==> src/rtl/tsmac_apb_cfg_slave.sv <==
// APB slave register bank holding the tri-speed MAC static configuration
// (MAC1/MAC2, address filter, station address) plus status and commit signalling.
module tsmac_apb_cfg_slave #(
    parameter int unsigned   WAIT_STATES = 0,
    parameter logic [7:0]    MAC1_RST    = 8'h00,
    parameter logic [15:0]   MAC2_RST    = 16'h0000,
    parameter logic [15:0]   FIR_RST     = 16'h0000
) (
    input  logic        pclk,
    input  logic        presetn,
    input  logic        pselx,
    input  logic        pwrite,
    input  logic        penable,
    input  logic [7:0]  paddr,
    input  logic [31:0] pwdata,
    output logic [31:0] prdata,
    output logic        pready,
    output logic        pslverr,
    output logic [7:0]  mac1_cfg,
    output logic [15:0] mac2_cfg,
    output logic [15:0] fir_cfg,
    output logic [47:0] mac_addr,
    output logic        cfg_update,
    output logic        cfg_valid,
    output logic        proto_err
);

    typedef enum logic [1:0] {StIdle, StSetup, StAccess} state_e;

    localparam logic [1:0] WaitMax = 2'(WAIT_STATES);

    state_e      state;
    logic [1:0]  wait_cnt;
    logic [7:0]  addr_q;
    logic        write_q;
    logic [31:0] mac_l;
    logic [4:0]  seen;
    logic [31:0] rd_data;
    logic        hit;

    always_comb begin
        hit     = 1'b1;
        rd_data = 32'h0;
        case (addr_q)
            8'h00:   rd_data = {24'h0, mac1_cfg};
            8'h01:   rd_data = {16'h0, mac2_cfg};
            8'h12:   rd_data = {16'h0, fir_cfg};
            8'h13:   rd_data = mac_l;
            8'h14:   rd_data = {mac_addr[47:32], 16'h0};
            8'h20:   rd_data = {30'h0, proto_err, cfg_valid};
            default: hit = 1'b0;
        endcase
    end

    assign pready  = (state == StAccess) && (wait_cnt == WaitMax);
    assign prdata  = pready ? rd_data : 32'h0;
    assign pslverr = pready & ~hit;

    always_ff @(posedge pclk) begin
        if (presetn) begin
            state      <= StIdle;
            wait_cnt   <= 2'd0;
            addr_q     <= 8'h0;
            write_q    <= 1'b0;
            mac1_cfg   <= MAC1_RST;
            mac2_cfg   <= MAC2_RST;
            fir_cfg    <= FIR_RST;
            mac_addr   <= 48'h0;
            mac_l      <= 32'h0;
            seen       <= 5'h0;
            cfg_update <= 1'b0;
            cfg_valid  <= 1'b0;
            proto_err  <= 1'b0;
        end else begin
            cfg_update <= 1'b0;
            cfg_valid  <= cfg_valid | (seen == 5'h1F);
            case (state)
                StIdle: begin
                    if (pselx && !penable) begin
                        state   <= StSetup;
                        addr_q  <= paddr;
                        write_q <= pwrite;
                    end else if (pselx && penable) begin
                        proto_err <= 1'b1;
                    end
                end
                StSetup: begin
                    if (pselx && penable) begin
                        state    <= StAccess;
                        wait_cnt <= 2'd0;
                    end else begin
                        state <= StIdle;
                        if (!pselx) proto_err <= 1'b1;
                    end
                end
                StAccess: begin
                    if (pready) begin
                        if (write_q) begin
                            case (addr_q)
                                8'h00: begin
                                    mac1_cfg   <= pwdata[7:0];
                                    seen[0]    <= 1'b1;
                                    cfg_update <= 1'b1;
                                end
                                8'h01: begin
                                    mac2_cfg   <= pwdata[15:0];
                                    seen[1]    <= 1'b1;
                                    cfg_update <= 1'b1;
                                end
                                8'h12: begin
                                    fir_cfg    <= pwdata[15:0];
                                    seen[2]    <= 1'b1;
                                    cfg_update <= 1'b1;
                                end
                                8'h13: begin
                                    mac_l      <= pwdata;
                                    seen[3]    <= 1'b1;
                                    cfg_update <= 1'b1;
                                end
                                // High half commits the whole station address at once
                                8'h14: begin
                                    mac_addr   <= {pwdata[31:16], mac_l};
                                    seen[4]    <= 1'b1;
                                    cfg_update <= 1'b1;
                                end
                                8'h20: if (pwdata[1]) proto_err <= 1'b0;
                                default: ;
                            endcase
                        end
                        if (pselx && !penable) begin
                            state   <= StSetup;
                            addr_q  <= paddr;
                            write_q <= pwrite;
                        end else begin
                            state <= StIdle;
                        end
                    end else if (!(pselx && penable)) begin
                        proto_err <= 1'b1;
                        state     <= StIdle;
                    end else begin
                        wait_cnt <= wait_cnt + 2'd1;
                    end
                end
                default: state <= StIdle;
            endcase
        end
    end

endmodule

==> config.mk <==
export PLATFORM = sky130hd
export DESIGN_NAME = tsmac_apb_cfg_slave
export DESIGN_NICKNAME = d
export VERILOG_FILES = /design/src/rtl/tsmac_apb_cfg_slave.sv
export SDC_FILE = /design/constraint.sdc
export NUM_CORES = 1
export LEC_CHECK = 0
export CORE_UTILIZATION = 43
export CTS_CLUSTER_SIZE = 8
export DETAILED_ROUTE_END_ITERATION = 16
export PLACE_DENSITY = 0.76
export SYNTH_ARGS = -nofsm -noshare
export SYNTH_HDL_FRONTEND = slang
export SYNTH_SLANG_ARGS = --single-unit
==> constraint.sdc <==
create_clock -name pclk -period 2.05 [get_ports pclk]
set_input_delay 0.3075 -clock pclk [delete_from_list [all_inputs] [get_ports pclk]]
set_output_delay 0.3075 -clock pclk [all_outputs]
set_load 0.01 [all_outputs]
== After elaboration in Yosys (flattened, before gate mapping) ==
Index checks and enable logic that the tools add are counted.
Cells by class
  bitwise logic cells: 6
  div/mod/pow operators: 0
  add/sub/neg operators: 1
  reductions and logical operators: 22
  $mul: 0
  multiplexer cells: 30
  equal/unequal tests: 21
  $lt $le $gt $ge: 0
  shift operators: 0
Operators with widths (count)
  one-hot mux 32 bit (6 select lines): 1
  2-to-1 mux 32 bit: 1
  == test 8 x 5 -> 1 bit, second input constant: 3
  AND reduction 4 bit: 6
  2-to-1 mux 8 bit: 2
  inequality test 2 bit, second input constant: 8
  one-hot mux 8 bit (2 select lines): 1
  2-to-1 mux 1 bit: 14
  2-to-1 mux 2 bit: 7
  inequality test 3 bit, second input constant: 3
  AND reduction 9 bit: 1
  == test 8 x 1 -> 1 bit, second input constant: 1
  == test 8 x 6 -> 1 bit, second input constant: 1
  zero test 8 bit: 1
  one-hot mux 2 bit (3 select lines): 1
  OR reduction 6 bit: 1
  == test 5 bit, second input constant: 1
  OR reduction 5 bit: 1
  zero test 2 bit: 2
  inverter 1 bit: 4
  one-hot mux 2 bit (2 select lines): 1
  AND reduction 2 bit: 2
  nonzero test 2 bit: 2
  OR reduction 4 bit: 1
  other kinds (12): 14
Word-level totals
  word-level logic and storage cells: 97
  memory bits (read-only): 0
  bits in latches: 0
  memory bits (writable): 0
  memories kept: 0
  output and inout bits: 125
  input port bits: 45
  register bits: 141

== Longest topological paths before layout ==
  depth in word-level cells: 5
  gate-level depth with buffers: 10
  gate-level depth less buffers: 6

== Worst setup path after synthesis ==
No wires, ideal clock.
  path kind: reg2out
  from: reg addr_q[5]
  to: out prdata[21]
  cell stages (with the launch flop): 8
  path slack: -184 ps
  buffers on the path: 3
  arrival: 1927 ps
  required time: 1742 ps
  path through: dfxtp_1 -> buf_6 -> or4_4 -> buf_6 -> a221o_1 -> a21bo_2 -> clkbuf_1 -> nor2_1
Between the ends
  longest elaborated chain between the ends: 3
  elaborated cells on any way between the ends: 8
  classes of those cells: 5 x eq/ne; 2 x mux; 1 x reduce/logical
Ends and longest elaborated chain
  start: declaration: RTL line 34  | logic [7:0] addr_q;
  start signal: assignment: RTL line 81  | addr_q <= paddr;
  start signal: assignment: RTL line 132  | addr_q <= paddr;
  == test 8 x 6 -> 1 bit, or another cell as far along: RTL line 44  | case (addr_q)
  one-hot mux 32 bit (6 select lines) *: RTL line 44
  2-to-1 mux 32 bit *: RTL line 56  | assign prdata = pready ? rd_data : 32'h0;
  end: declaration: RTL line 16  | output logic [31:0] prdata,
Mark *: on every way between the ends. The rest lies on a longest branch, timed or not.

== Final worst setup path ==
  from: reg addr_q[7]
  to: out prdata[28]
The elaborated chain is that of the path after synthesis.

==> impl_metrics.json <==
{
  "outcome": "finished with violations",
  "violations": "setup timing",
  "clk_path_buf_depth": 2,
  "layout_commonest_cell": "nand2_1",
  "syn_to_final_growth_pct": 56.7,
  "skew_ns": 0.00831,
  "drt-met1-wl_mm": 7.95,
  "placedCellCount": 1078,
  "hpwlAfterDp_mm": 11.9,
  "synth_edf_count": 0,
  "rsz0062_at_grt": "true",
  "layout_min_cycle_time_ns": 2.64,
  "numCtsBuffers": 17,
  "drt_iter0_drc": 280,
  "drive_gt1_frac": 0.289,
  "drc_errors": 0,
  "gp_congestion": 0.811,
  "grt_pass1_wl_mm": 28.8,
  "final_area_mm2": 0.00952,
  "crit_path_start_kind": "register",
  "synth_cells": 728,
  "max_slew.worst_pin.slew_ns": 0.428,
  "crit_fanout": 7,
  "power_density_mw_per_mm2": 656,
  "yosysSeqAreaShare": 0.465,
  "firstDrtPassIters": 5,
  "fp.dieH_um": 121,
  "post_drt_wl_per_cell_um": 16.3,
  "port_buffers": 169,
  "total_power_mw": 6.25,
  "synth_nets": 774,
  "first_global_vias": 5557,
  "grt_overflow": 0,
  "dr_wl_met2_mm": 9.11,
  "ant_nets": 0,
  "avgSynthCellArea_um2": 8.34,
  "vias": 5801,
  "postCtsHoldBufs": 0,
  "dr_wl_met3_mm": 1.02,
  "p_leak_nw": 3.25,
  "hp-class": "input pin to register",
  "layout_common_cells": "179 x nand2_1, 139 x dfxtp_1, 134 x clkdlybuf4s50_1",
  "netlist_area_mm2": 0.00607,
  "cts_sinks": 141,
  "slew_violations": 0,
  "async_flop_share": 0,
  "slew_headroom": 0.715,
  "grt_usage": 0.256,
  "nets": 983,
  "cts_tree": "built",
  "grt_max_degree": 50,
  "pre_cts_slack_ns": -0.533,
  "synth-seq-cells": 141,
  "final_hold_viol_count": 0,
  "initial_core_util": 0.439,
  "routed_wl_mm": 18.5,
  "peakVddDrop_v": 0.000482,
  "finalSetupViolations": 70,
  "worstPathRequired_ns": 1.74,
  "root_buffer": "clkbuf_16",
  "htree_levels": 4,
  "fp.dieW_um": 121,
  "viasPerCell": 5.13,
  "synth_flop_cell": "dfxtp_1",
  "critPathCaptureType": "output pin",
  "fmax_ghz": 0.379,
  "rows": 43,
  "antenna_found_initial": 0,
  "setup_ws_ns": -0.589,
  "yosys_warnings": 0,
  "yosysUniqueCellTypes": 48,
  "top_layer": "met4",
  "cap_violations": 0,
  "arrival_ns": 2.33,
  "place_area_mm2": 0.00858,
  "fin_crit_sh": 1.29,
  "die_area_mm2": 0.0146,
  "core-area_mm2": 0.0138,
  "antennaDiodeCount": 0,
  "crit_type": "register to output pin",
  "io_pins": 170,
  "clk_pin_slew_worst_paths_ns": 0.06,
  "clkLatencyLatePin_ns": 0.43,
  "layout.cells.non_filler": 1130
}
-- sequential cells by signal, indices dropped and copies added (netlist names) --
| signal | cells |
|---|---|
| mac_addr | 48 |
| mac_l | 32 |
| fir_cfg | 16 |
| mac2_cfg | 16 |
| addr_q | 8 |
| mac1_cfg | 8 |
| seen | 5 |
| state | 2 |
| wait_cnt | 2 |
| cfg_update | 1 |
| cfg_valid | 1 |
| proto_err | 1 |
| write_q | 1 |
-- cell usage after synthesis (3+ instances only) --
library cell,instances,area share
a21oi_1,84,0.069
a21oi_2,29,0.042
a22oi_1,30,0.037
and3_1,3,0.0031
buf_2,14,0.012
buf_6,4,0.0074
clkbuf_1,34,0.021
dfxtp_1,141,0.46
inv_1,4,0.0025
mux2_2,15,0.028
mux2i_1,31,0.051
nand2_1,179,0.11
nand2_2,30,0.031
nand2b_1,3,0.0031
nand3_1,13,0.011
nand3b_1,3,0.0037
nor2_1,67,0.041
nor3_1,4,0.0033
nor3_2,3,0.0049
nor4_1,3,0.0031
o21ai_0,3,0.0025
-- layout make-up --
type                    instances  area, µm²
clock inverters                13        138
fillers                      1085       4310
flip-flops and latches        141       2830
well taps                     180        225
clock buffers                  19        453
inverters                       4       15.0
repair buffers                248       2580
multi-input cells             525       3290
-- through the flow --
stage | util | setup TNS [ns] | hold slack, ns
5_1_grt | 0.689 | -32.60 | 0.317
6_report | 0.689 | -27.41 | 0.302
3_3_place_gp | 0.621 | -17.68 | 0.433
2_1_floorplan | - | -1.75 | 0.421
4_1_cts | 0.680 | -27.28 | 0.304
3_5_place_dp | 0.621 | -19.98 | 0.445
-- routing by layer --
layer | GRT usage | vias to the layer above
met2 | 0.440 | 170
li1 | - | 2870
met1 | 0.304 | 2733
met5 | 0 | -
met3 | 0.0648 | 28
met4 | 0.0995 | 0
-- path summary, 6_finish.rpt --
kind	startpoint	endpoint	slack, ns	cells past startpoint
min reg2reg	seen[0]	seen[0]	0.45	2
min	presetn	fir_cfg[12]	0.30	2
max	addr_q[7]	prdata[28]	-0.59	7
max reg2reg	addr_q[7]	mac_l[14]	-0.32	9
-- worst max-delay path, cell delays in order (launching register included) --
cell and delay, ns:
dfxtp_2 0.33, or4_4 0.52, a221o_1 0.32, a21bo_4 0.27
buf_12 0.16, buf_8 0.13, nor2_4 0.07, buf_6 0.10
-- cell families (layout without fill, tap and decap cells) --
| logic type | Yosys count | after routing | share of synthesized area |
|---|---|---|---|
| fa+ha+maj | 1 | 1 | 0.00206 |
| simple gates | 324 | 324 | 0.239 |
| flops | 141 | 141 | 0.465 |
| compound gates | 154 | 154 | 0.162 |
| buf+inv | 62 | 284 | 0.0531 |
| mux | 46 | 46 | 0.0789 |
-- report_power, final --
part           internal [mW]  switching, mW  total (mW)
combinational          0.220          0.202       0.421
clock                   1.86           1.21        3.07
sequential              2.75         0.0116        2.76
-- timing repair --
item | 4_1_cts | 5_1_grt
gates resized for setup | 176 | 17
setup endpoints to repair | 67 | 113
cloned | 5 | 1
buffers inserted | 10 | 6
pin swaps | 4 | 4
(Power assumes the default switching activity.)
